`src/rtl/dcache_tag_ctrl_if.sv`:
```
// Bundle between the MEM-stage requester, the 2-way tag RAM, the L2 port and the tag controller.
interface dcache_tag_ctrl_if;
  localparam int unsigned ADDR_W = 32;
  localparam int unsigned TAG_W  = 21;
  localparam int unsigned IDX_W  = 8;
  localparam int unsigned THR_W  = 2;

  logic              req_en;
  logic              req_rw;
  logic [ADDR_W-1:0] req_addr;
  logic [THR_W-1:0]  req_thread;
  logic              busy;
  logic              done;
  logic              hit;
  logic              hit_way;

  logic [IDX_W-1:0]  index;
  logic              block0_re;
  logic              block1_re;
  logic              block0_we;
  logic              block1_we;
  logic [TAG_W-1:0]  tag_wd;
  logic [THR_W-1:0]  thread_wd;
  logic              data_wd_dc_en;
  logic              l2_wr_dc_en;
  logic [TAG_W-1:0]  tag0_rd;
  logic [TAG_W-1:0]  tag1_rd;
  logic [THR_W-1:0]  thread0;
  logic [THR_W-1:0]  thread1;
  logic              dirty0;
  logic              dirty1;
  logic              lru;

  logic              l2_req;
  logic              l2_rw;
  logic [ADDR_W-1:0] l2_addr;
  logic              l2_ack;

  modport slave (
    input  req_en, req_rw, req_addr, req_thread,
    input  tag0_rd, tag1_rd, thread0, thread1, dirty0, dirty1, lru,
    input  l2_ack,
    output busy, done, hit, hit_way,
    output index, block0_re, block1_re, block0_we, block1_we,
    output tag_wd, thread_wd, data_wd_dc_en, l2_wr_dc_en,
    output l2_req, l2_rw, l2_addr
  );

  modport master (
    output req_en, req_rw, req_addr, req_thread,
    output tag0_rd, tag1_rd, thread0, thread1, dirty0, dirty1, lru,
    output l2_ack,
    input  busy, done, hit, hit_way,
    input  index, block0_re, block1_re, block0_we, block1_we,
    input  tag_wd, thread_wd, data_wd_dc_en, l2_wr_dc_en,
    input  l2_req, l2_rw, l2_addr
  );
endinterface

```
`src/rtl/dcache_tag_ctrl.sv`:
```
// 2-way D-cache tag lookup / miss controller: hit compare, victim pick, writeback, refill, fill.
// Tag RAM controls decode from state in the same cycle so a lookup resolves one cycle after acceptance.
module dcache_tag_ctrl (
  input  logic             clk,
  input  logic             rst_n,
  dcache_tag_ctrl_if.slave bus
);
  localparam int unsigned TAG_W = 21;
  localparam int unsigned IDX_W = 8;
  localparam int unsigned THR_W = 2;
  localparam int unsigned SETS  = 256;

  typedef enum logic [2:0] {
    S_IDLE   = 3'd0,
    S_LOOKUP = 3'd1,
    S_WB     = 3'd2,
    S_REFILL = 3'd3,
    S_FILL   = 3'd4,
    S_RELOOK = 3'd5
  } state_t;

  state_t           r_state;
  logic [TAG_W-1:0] r_tag;
  logic [TAG_W-1:0] r_vtag;
  logic [IDX_W-1:0] r_index;
  logic [THR_W-1:0] r_thread;
  logic             r_rw;
  logic             r_first;
  logic             r_victim;
  logic [SETS-1:0]  r_valid0;
  logic [SETS-1:0]  r_valid1;

  logic             w_val0;
  logic             w_val1;
  logic             w_hit0;
  logic             w_hit1;
  logic             w_hit;
  logic             w_hit_way;
  logic             w_victim;
  logic             w_vdirty;
  logic [TAG_W-1:0] w_vtag;
  logic             w_unused_addr;

  assign w_val0    = r_valid0[r_index];
  assign w_val1    = r_valid1[r_index];
  assign w_hit0    = w_val0 && (bus.tag0_rd == r_tag) && (bus.thread0 == r_thread);
  assign w_hit1    = w_val1 && (bus.tag1_rd == r_tag) && (bus.thread1 == r_thread);
  assign w_hit     = w_hit0 | w_hit1;
  // A double hit is illegal; way0 wins.
  assign w_hit_way = ~w_hit0;

  // Prefer an invalid way (way0 first); with both valid, evict the less recent way.
  assign w_victim  = !w_val0 ? 1'b0 : (!w_val1 ? 1'b1 : bus.lru);
  assign w_vtag    = w_victim ? bus.tag1_rd : bus.tag0_rd;
  assign w_vdirty  = w_val0 && w_val1 && (w_victim ? bus.dirty1 : bus.dirty0);

  assign w_unused_addr = ^bus.req_addr[2:0];

  // State and request/victim registers.
  always_ff @(posedge clk or negedge rst_n) begin
    if (!rst_n) begin
      r_state  <= S_IDLE;
      r_tag    <= '0;
      r_vtag   <= '0;
      r_index  <= '0;
      r_thread <= '0;
      r_rw     <= 1'b0;
      r_first  <= 1'b0;
      r_victim <= 1'b0;
      r_valid0 <= '0;
      r_valid1 <= '0;
    end else begin
      case (r_state)
        S_IDLE: begin
          if (bus.req_en) begin
            r_tag    <= bus.req_addr[31:11];
            r_index  <= bus.req_addr[10:3];
            r_thread <= bus.req_thread;
            r_rw     <= bus.req_rw;
            r_first  <= 1'b1;
            r_state  <= S_LOOKUP;
          end
        end
        S_LOOKUP: begin
          if (w_hit) begin
            r_state <= S_IDLE;
          end else begin
            r_victim <= w_victim;
            r_vtag   <= w_vtag;
            r_first  <= 1'b0;
            r_state  <= w_vdirty ? S_WB : S_REFILL;
          end
        end
        S_WB: begin
          if (bus.l2_ack) r_state <= S_REFILL;
        end
        S_REFILL: begin
          if (bus.l2_ack) r_state <= S_FILL;
        end
        S_FILL: begin
          if (r_victim) r_valid1[r_index] <= 1'b1;
          else          r_valid0[r_index] <= 1'b1;
          r_state <= S_RELOOK;
        end
        S_RELOOK: r_state <= S_LOOKUP;
        default:  r_state <= S_IDLE;
      endcase
    end
  end

  // Output decode.
  always_comb begin
    bus.busy          = (r_state != S_IDLE);
    bus.done          = 1'b0;
    bus.hit           = 1'b0;
    bus.hit_way       = 1'b0;
    bus.index         = '0;
    bus.block0_re     = 1'b0;
    bus.block1_re     = 1'b0;
    bus.block0_we     = 1'b0;
    bus.block1_we     = 1'b0;
    bus.tag_wd        = '0;
    bus.thread_wd     = '0;
    bus.data_wd_dc_en = 1'b0;
    bus.l2_wr_dc_en   = 1'b0;
    bus.l2_req        = 1'b0;
    bus.l2_rw         = 1'b0;
    bus.l2_addr       = '0;
    case (r_state)
      S_IDLE: begin
        if (bus.req_en) begin
          bus.index     = bus.req_addr[10:3];
          bus.block0_re = 1'b1;
          bus.block1_re = 1'b1;
        end
      end
      S_LOOKUP: begin
        bus.index = r_index;
        if (w_hit) begin
          bus.done    = 1'b1;
          bus.hit     = r_first;
          bus.hit_way = w_hit_way;
          if (r_rw) begin
            bus.block0_we     = ~w_hit_way;
            bus.block1_we     = w_hit_way;
            bus.data_wd_dc_en = 1'b1;
            bus.tag_wd        = r_tag;
            bus.thread_wd     = r_thread;
          end
        end
      end
      S_WB: begin
        bus.index   = r_index;
        bus.l2_req  = 1'b1;
        bus.l2_rw   = 1'b1;
        bus.l2_addr = {r_vtag, r_index, 3'b000};
      end
      S_REFILL: begin
        bus.index   = r_index;
        bus.l2_req  = 1'b1;
        bus.l2_addr = {r_tag, r_index, 3'b000};
      end
      S_FILL: begin
        bus.index       = r_index;
        bus.block0_we   = ~r_victim;
        bus.block1_we   = r_victim;
        bus.l2_wr_dc_en = 1'b1;
        bus.tag_wd      = r_tag;
        bus.thread_wd   = r_thread;
      end
      S_RELOOK: begin
        bus.index     = r_index;
        bus.block0_re = 1'b1;
        bus.block1_re = 1'b1;
      end
      default: ;
    endcase
  end
endmodule

```
`src/flat_wrapper.sv`:
```
// flat-port wrapper written by rule: the top's interface ports become plain ports
module dcache_tag_ctrl_flat 
  (clk, rst_n, bus_req_en, bus_req_rw, bus_req_addr, bus_req_thread, bus_tag0_rd, bus_tag1_rd, bus_thread0, bus_thread1, bus_dirty0, bus_dirty1, bus_lru, bus_l2_ack, bus_busy, bus_done, bus_hit, bus_hit_way, bus_index, bus_block0_re, bus_block1_re, bus_block0_we, bus_block1_we, bus_tag_wd, bus_thread_wd, bus_data_wd_dc_en, bus_l2_wr_dc_en, bus_l2_req, bus_l2_rw, bus_l2_addr);
  dcache_tag_ctrl_if bus_i ();
  input  logic clk;
  input  logic rst_n;
  input wire logic [$bits(bus_i.req_en)-1:0] bus_req_en;
  input wire logic [$bits(bus_i.req_rw)-1:0] bus_req_rw;
  input wire logic [$bits(bus_i.req_addr)-1:0] bus_req_addr;
  input wire logic [$bits(bus_i.req_thread)-1:0] bus_req_thread;
  input wire logic [$bits(bus_i.tag0_rd)-1:0] bus_tag0_rd;
  input wire logic [$bits(bus_i.tag1_rd)-1:0] bus_tag1_rd;
  input wire logic [$bits(bus_i.thread0)-1:0] bus_thread0;
  input wire logic [$bits(bus_i.thread1)-1:0] bus_thread1;
  input wire logic [$bits(bus_i.dirty0)-1:0] bus_dirty0;
  input wire logic [$bits(bus_i.dirty1)-1:0] bus_dirty1;
  input wire logic [$bits(bus_i.lru)-1:0] bus_lru;
  input wire logic [$bits(bus_i.l2_ack)-1:0] bus_l2_ack;
  output wire logic [$bits(bus_i.busy)-1:0] bus_busy;
  output wire logic [$bits(bus_i.done)-1:0] bus_done;
  output wire logic [$bits(bus_i.hit)-1:0] bus_hit;
  output wire logic [$bits(bus_i.hit_way)-1:0] bus_hit_way;
  output wire logic [$bits(bus_i.index)-1:0] bus_index;
  output wire logic [$bits(bus_i.block0_re)-1:0] bus_block0_re;
  output wire logic [$bits(bus_i.block1_re)-1:0] bus_block1_re;
  output wire logic [$bits(bus_i.block0_we)-1:0] bus_block0_we;
  output wire logic [$bits(bus_i.block1_we)-1:0] bus_block1_we;
  output wire logic [$bits(bus_i.tag_wd)-1:0] bus_tag_wd;
  output wire logic [$bits(bus_i.thread_wd)-1:0] bus_thread_wd;
  output wire logic [$bits(bus_i.data_wd_dc_en)-1:0] bus_data_wd_dc_en;
  output wire logic [$bits(bus_i.l2_wr_dc_en)-1:0] bus_l2_wr_dc_en;
  output wire logic [$bits(bus_i.l2_req)-1:0] bus_l2_req;
  output wire logic [$bits(bus_i.l2_rw)-1:0] bus_l2_rw;
  output wire logic [$bits(bus_i.l2_addr)-1:0] bus_l2_addr;
  assign bus_i.req_en = bus_req_en;
  assign bus_i.req_rw = bus_req_rw;
  assign bus_i.req_addr = bus_req_addr;
  assign bus_i.req_thread = bus_req_thread;
  assign bus_i.tag0_rd = bus_tag0_rd;
  assign bus_i.tag1_rd = bus_tag1_rd;
  assign bus_i.thread0 = bus_thread0;
  assign bus_i.thread1 = bus_thread1;
  assign bus_i.dirty0 = bus_dirty0;
  assign bus_i.dirty1 = bus_dirty1;
  assign bus_i.lru = bus_lru;
  assign bus_i.l2_ack = bus_l2_ack;
  assign bus_busy = bus_i.busy;
  assign bus_done = bus_i.done;
  assign bus_hit = bus_i.hit;
  assign bus_hit_way = bus_i.hit_way;
  assign bus_index = bus_i.index;
  assign bus_block0_re = bus_i.block0_re;
  assign bus_block1_re = bus_i.block1_re;
  assign bus_block0_we = bus_i.block0_we;
  assign bus_block1_we = bus_i.block1_we;
  assign bus_tag_wd = bus_i.tag_wd;
  assign bus_thread_wd = bus_i.thread_wd;
  assign bus_data_wd_dc_en = bus_i.data_wd_dc_en;
  assign bus_l2_wr_dc_en = bus_i.l2_wr_dc_en;
  assign bus_l2_req = bus_i.l2_req;
  assign bus_l2_rw = bus_i.l2_rw;
  assign bus_l2_addr = bus_i.l2_addr;
  dcache_tag_ctrl u_core (.clk(clk), .rst_n(rst_n), .bus(bus_i));
endmodule
```
`config.mk`:
```
export PLATFORM = sky130hd
export DESIGN_NAME = dcache_tag_ctrl_flat
export DESIGN_NICKNAME = d
export VERILOG_FILES = /design/src/rtl/dcache_tag_ctrl_if.sv /design/src/rtl/dcache_tag_ctrl.sv /design/src/flat_wrapper.sv
export SDC_FILE = /design/constraint.sdc
export NUM_CORES = 1
export LEC_CHECK = 0
export CORE_UTILIZATION = 50
export CTS_CLUSTER_DIAMETER = 30
export DETAILED_ROUTE_END_ITERATION = 10
export HOLD_SLACK_MARGIN = 0.15
export PLACE_DENSITY = 0.71
export SETUP_SLACK_MARGIN = 0.5
export SKIP_CTS_REPAIR_TIMING = 1
export SLEW_MARGIN = 0
export SYNTH_ARGS = -nofsm -noshare
export SYNTH_HDL_FRONTEND = slang
export SYNTH_SLANG_ARGS = --single-unit
```
`constraint.sdc`:
```
create_clock -name clk -period 8.81 [get_ports clk]
set_input_delay 1.762 -clock clk [delete_from_list [all_inputs] [get_ports clk]]
set_output_delay 1.762 -clock clk [all_outputs]
set_load 0.1 [all_outputs]
```
## After elaboration in Yosys (flattened, before gate mapping)

Index checks and enable logic that the tools add are counted.

- Memories: 0
- Memory bits (writable): 0
- Bits in registers: 570
- Word-level logic and storage cells: 95
- Latch bits: 0
- Memory bits (read-only): 0
- Input bits: 88
- Output and inout port bits: 75

- Magnitude comparators: 2
- Bitwise logic cells: 6
- Divide/modulo/power cells: 0
- Shift-type cells: 0
- Equality and inequality tests: 12
- Add/sub/neg operators: 0
- Mux-type cells: 47
- $mul: 0
- Reduce and logical (&&, ||, !) cells: 18

Operators with widths:

| operator | count |
|---|---|
| OR 256 bit | 2 |
| one-hot mux 32 bit (2 select lines) | 1 |
| two-way mux 21 bit | 3 |
| equality test 21 bit | 2 |
| one-hot mux 21 bit (2 select lines) | 1 |
| two-way mux 1 bit | 25 |
| one-hot mux 3 bit (6 select lines) | 1 |
| binary-select mux 1 bit (select 8 bit) | 2 |
| one-hot mux 8 bit (2 select lines) | 1 |
| two-way mux 3 bit | 4 |
| AND reduction 2 bit | 5 |
| less-than comparator 8 x 9 -> 1 bit, second input constant | 1 |
| demux 1 bit (select 8 bit) | 1 |
| greater-or-equal comparator 8 x 1 -> 1 bit, second input constant | 1 |
| two-way mux 8 bit | 1 |
| one-hot mux 1 bit (2 select lines) | 4 |
| logical AND 1 bit | 7 |
| equality test 3 x 2 -> 1 bit, second input constant | 2 |
| equality test 3 bit, second input constant | 2 |
| inequality test 2 bit, second input constant | 3 |
| OR reduction 5 bit | 1 |
| equality test 2 bit | 2 |
| two-way mux 2 bit | 2 |
| one-hot mux 2 bit (2 select lines) | 1 |
| 8 further kinds | 10 |

## Longest topological paths before layout

- Depth after elaboration: 9
- Depth in mapped cells: 17
- Mapped depth without buffers: 8

## Least setup slack after synthesis

No wires, ideal clock.

- Path kind: input to output
- Start: input port bus_tag1_rd[1]
- End: output port bus_hit
- Stages: 8
- Data required time: 7048 ps
- Slack: 1853 ps
- Data arrival time: 5195 ps
- Path buffers: 1
- Path through: xnor2_1 > nand4_1 > nor4_1 > nand3_1 > a211o_1 > buf_4 > a21oi_1 > and2_1

- Cells in the longest elaborated chain, start to end: 6

Ends and longest elaborated chain:

| what | line | RTL |
|---|---|---|
| start: declaration | flat_wrapper.sv:12 | `input wire logic [$bits(bus_i.tag1_rd)-1:0] bus_tag1_rd;` |
| equality test 21 bit | dcache_tag_ctrl.sv:47 | `assign w_hit1 = w_val1 && (bus.tag1_rd == r_tag) && (bus.thread1 == r_thread);` |
| logical AND 1 bit (2 in a row) | dcache_tag_ctrl.sv:47 |  |
| OR 1 bit | dcache_tag_ctrl.sv:48 | `assign w_hit = w_hit0 \| w_hit1;` |
| two-way mux 1 bit | n/a |  |
| two-way mux 1 bit | dcache_tag_ctrl.sv:129 | `case (r_state)` |
| end: declaration | flat_wrapper.sv:21 | `output wire logic [$bits(bus_i.hit)-1:0] bus_hit;` |

No other way between the ends.

## Final worst setup path

- Start: register u_core.r_index[0]
- End: output port bus_tag_wd[18]

- Cells in the longest elaborated chain, start to end: 7

Ends and longest elaborated chain:

| what | line | RTL |
|---|---|---|
| start: declaration | dcache_tag_ctrl.sv:25 | `logic [IDX_W-1:0] r_index;` |
| start signal: assignment | dcache_tag_ctrl.sv:77 | `r_index <= bus.req_addr[10:3];` |
| binary-select mux 1 bit (select 8 bit) (on tied branches) | dcache_tag_ctrl.sv:44, dcache_tag_ctrl.sv:45 |  |
| two-way mux 1 bit (on tied branches) | dcache_tag_ctrl.sv:44, dcache_tag_ctrl.sv:45 |  |
| logical AND 1 bit (on tied branches) (2 in a row) | dcache_tag_ctrl.sv:46, dcache_tag_ctrl.sv:47 |  |
| OR 1 bit * | dcache_tag_ctrl.sv:48 |  |
| two-way mux 21 bit * | dcache_tag_ctrl.sv:139 | `if (w_hit) begin` |
| one-hot mux 21 bit (2 select lines) * | dcache_tag_ctrl.sv:129 |  |
| end: declaration | flat_wrapper.sv:28 | `output wire logic [$bits(bus_i.tag_wd)-1:0] bus_tag_wd;` |

Every way passes the cells marked *; elsewhere a longest branch is shown, timed or not. The select of a mux whose other input is x is not followed.

==> impl_metrics.tcl <==
set metrics [dict create \
    grt_pass1_vias 19825 \
    dieArea_mm2 0.0533 \
    fin_crit_ps 7890 \
    p_int_mw 6.81 \
    routabilityCongestion 0.908 \
    grt_pass1_wl_um 120000 \
    syn_area_per_cell_um2 12.4 \
    cts_buffer_depth 3 \
    vdd_ir_drop_max_mv 0.219 \
    antenna_found_initial 1 \
    p_sw_mw 4.22 \
    num_vias 19132 \
    critPathCaptureType "primary output" \
    cp_max_fo 46 \
    worst_pin_slew_ps 1350 \
    cp_num_buf_inv 4 \
    start_kind "register" \
    remaining_drc_errors 0 \
    synthArstFlopShare 1.00 \
    synth_top_area_share 0.545 \
    cts_tree "yes" \
    grt_setup_unrepaired "no" \
    wl_per_cell_um 25.8 \
    placed_cell_area_mm2 0.0283 \
    design_area_mm2 0.0321 \
    cts_made_buffers 111 \
    crit_type "reg -> out" \
    core-area_mm2 0.0515 \
    worstPathRequired_ps 7050 \
    path_common_cell "buf_4" \
    grt_use_total 0.298 \
    clk_latency_ps 660 \
    outcome "completed" \
    ios 163 \
    overflow 0 \
    synth_cell_types 68 \
    finalHoldViolations 0 \
    num_antenna_cells 0 \
    layout_commonest_cell "dfrtp_1" \
    hold_ws_ps 444 \
    synth_top_area_cell "dfrtp_1" \
    fmax_ghz 0.127 \
    portBuffers 156 \
    comb_power_share 0.323 \
    area_delta_synth_final_pct 22.7 \
    min_period_over_period 0.895 \
    path_clk_slew_ps 50 \
    num-fill-cells 3950 \
    seqPwrFrac 0.291 \
    cp_top_family "buffers and inverters" \
    row_count 83 \
    switching_share 0.382 \
    final_cell_mix "566 x dfrtp_1, 367 x a21o_1, 162 x nand2_1, 151 x clkdlybuf4s50_1, 146 x o21bai_1" \
    slowest_stage "dfrtp_4" \
    hold_path_class "reg -> reg" \
    setup-tns-final_ps 0 \
    viasPerCell 6.30 \
    synth_seq_cells 570 \
    setup_viol 0 \
    die_h_um 231 \
    die_w_um 231 \
    synthesis.area_mm2 0.0262 \
    wl_um 78300 \
    nNetsFinal 2362 \
    ys_warn_count 0 \
    grt_max_degree 177 \
    post-dp-hpwl_um 47200 \
    drt_iter0_markers 1864 \
    synth_flop_cell "dfrtp_1" \
    drv_slew 0 \
    maxCapViolCount 0 \
    yosys-top-cells-area "dfrtp_1 54%, a21o_1 11%, mux4_2 4.9%" \
    yosysSeqAreaShare 0.545 \
    p_leak_nw 17.6 \
    arrival_ps 6130 \
    timing.max_slew.rel_slack 0.0980 \
    crit_path_cell_trace "buf_12, mux4_1, a22oi_1, o22ai_1, a211o_1, nor4_4, a41o_1, buf_4, a21o_1, buf_4, a21boi_1, clkdlybuf4s50_1" \
    firstDrtPassIters 5 \
    slowest_delay_ps 1020 \
    synthCells 2108 \
    final_core_util 0.624 \
    clockRootBuffer "clkbuf_16" \
    synth_edf_count 0 \
    drive_gt1_frac 0.150 \
    initial_utilization 0.508 \
    p_clk_frac 0.386 \
    cts.sinks 570 \
    power_per_cell_area_mw_per_mm2 343 \
    drtAntennaViolNets 0 \
    htree_levels 3 \
    finClkSkew_ps 20.9 \
]
==> synthesized netlist by cell type (all sizes together), types with 3 or more instances <==
library cell    n
nor2           63
a211oi          5
nand3          43
mux4           91
xor2           16
nand2b         12
nand2         162
nor3           19
a21boi         24
or3             3
buf            66
and2           18
o21ai          27
mux2           11
a221oi          3
a211o           5
dfrtp         570
nand4          15
a22oi          31
or2             3
nor2b          14
o21bai        146
clkbuf        108
xnor2          30
a21oi          23
a2bb2oi         4
nor4           11
a31oi          44
mux2i         125
inv             5
ha              3
and3           12
a21o          367
==> final timing paths <==
path                                       from                    to  slack, ps  cells after the start
setup / recovery              u_core.r_index[0]        bus_tag_wd[18]        920                     12
hold / removal             u_core.r_valid1[132]  u_core.r_valid1[132]        440                      1
setup reg to reg              u_core.r_index[0]       u_core.r_victim       3210                     10
hold reg to reg            u_core.r_valid1[132]  u_core.r_valid1[132]        440                      1
max in group asynchronous                 rst_n     u_core.r_index[3]       6120                      2
min in group asynchronous                 rst_n  u_core.r_valid0[124]       1200                      1
==> power by group through the flow <==
stage / clock (mW) / combinational, mW / sequential [mW]
2_1_floorplan: 0 / 2.64 / 3.03
6_report: 4.25 / 3.56 / 3.22
5_1_grt: 4.43 / 3.73 / 3.24
4_1_cts: 4.29 / 3.52 / 3.20
3_3_place_gp: 0 / 3.44 / 3.22
3_5_place_dp: 0 / 3.49 / 3.24
==> state kept, by name, indices dropped and copies added (netlist names) <==
register,count
u_core.r_first,1
u_core.r_index,8
u_core.r_rw,1
u_core.r_state,3
u_core.r_tag,21
u_core.r_thread,2
u_core.r_valid0,256
u_core.r_valid1,256
u_core.r_victim,1
u_core.r_vtag,21
==> kinds of logic after synthesis <==
| group | count (synthesis) | synth area share |
|---|---|---|
| compound gates | 699 | 0.197 |
| flops | 570 | 0.545 |
| simple gates | 382 | 0.0682 |
| mux | 227 | 0.136 |
| buf+inv | 180 | 0.0379 |
| xor+xnor | 46 | 0.0154 |
| fa+ha+maj | 3 | 0.00143 |
| other cells | 1 | 0.000143 |
==> stage by stage <==
step,cells,setup WS [ps],total power [mW]
after CTS,3039,929,11.0
final,3039,921,11.0
after global routing,3039,648,11.4
after global placement,2838,1520,6.67
after floorplan,2110,1850,5.67
after detailed placement,2838,1540,6.73
==> worst register-to-register path, stage by stage, from the launching register on <==
cell       delay (ps)
dfrtp_4          1020
buf_4             620
mux4_2            570
mux2_2            320
o22ai_1           230
nor4_1            120
a2111oi_2         600
a211o_1           220
buf_4             330
and3_1           1100
mux2_4            350
==> cell type report <==
type / count / area, um^2 / share of cell area
Timing Repair Buffer: 222 / 2110 / 0.0658
Multi-Input combinational cell: 1360 / 11000 / 0.344
Tap cell: 680 / 851 / 0.0265
Clock inverter: 51 / 763 / 0.0237
Clock buffer: 150 / 3080 / 0.0957
Inverter: 6 / 22.5 / 0.000701
Sequential cell: 570 / 14300 / 0.444
==> routing by layer <==
layer,GRT usage,part of all wire,vias to the layer above
met5,0,0,-
met4,0.125,0.037,0
met3,0.0610,0.077,211
met2,0.454,0.47,899
met1,0.416,0.42,9950
li1,-,-,8072
No activity file was read; power rests on OpenSTA's default activity.
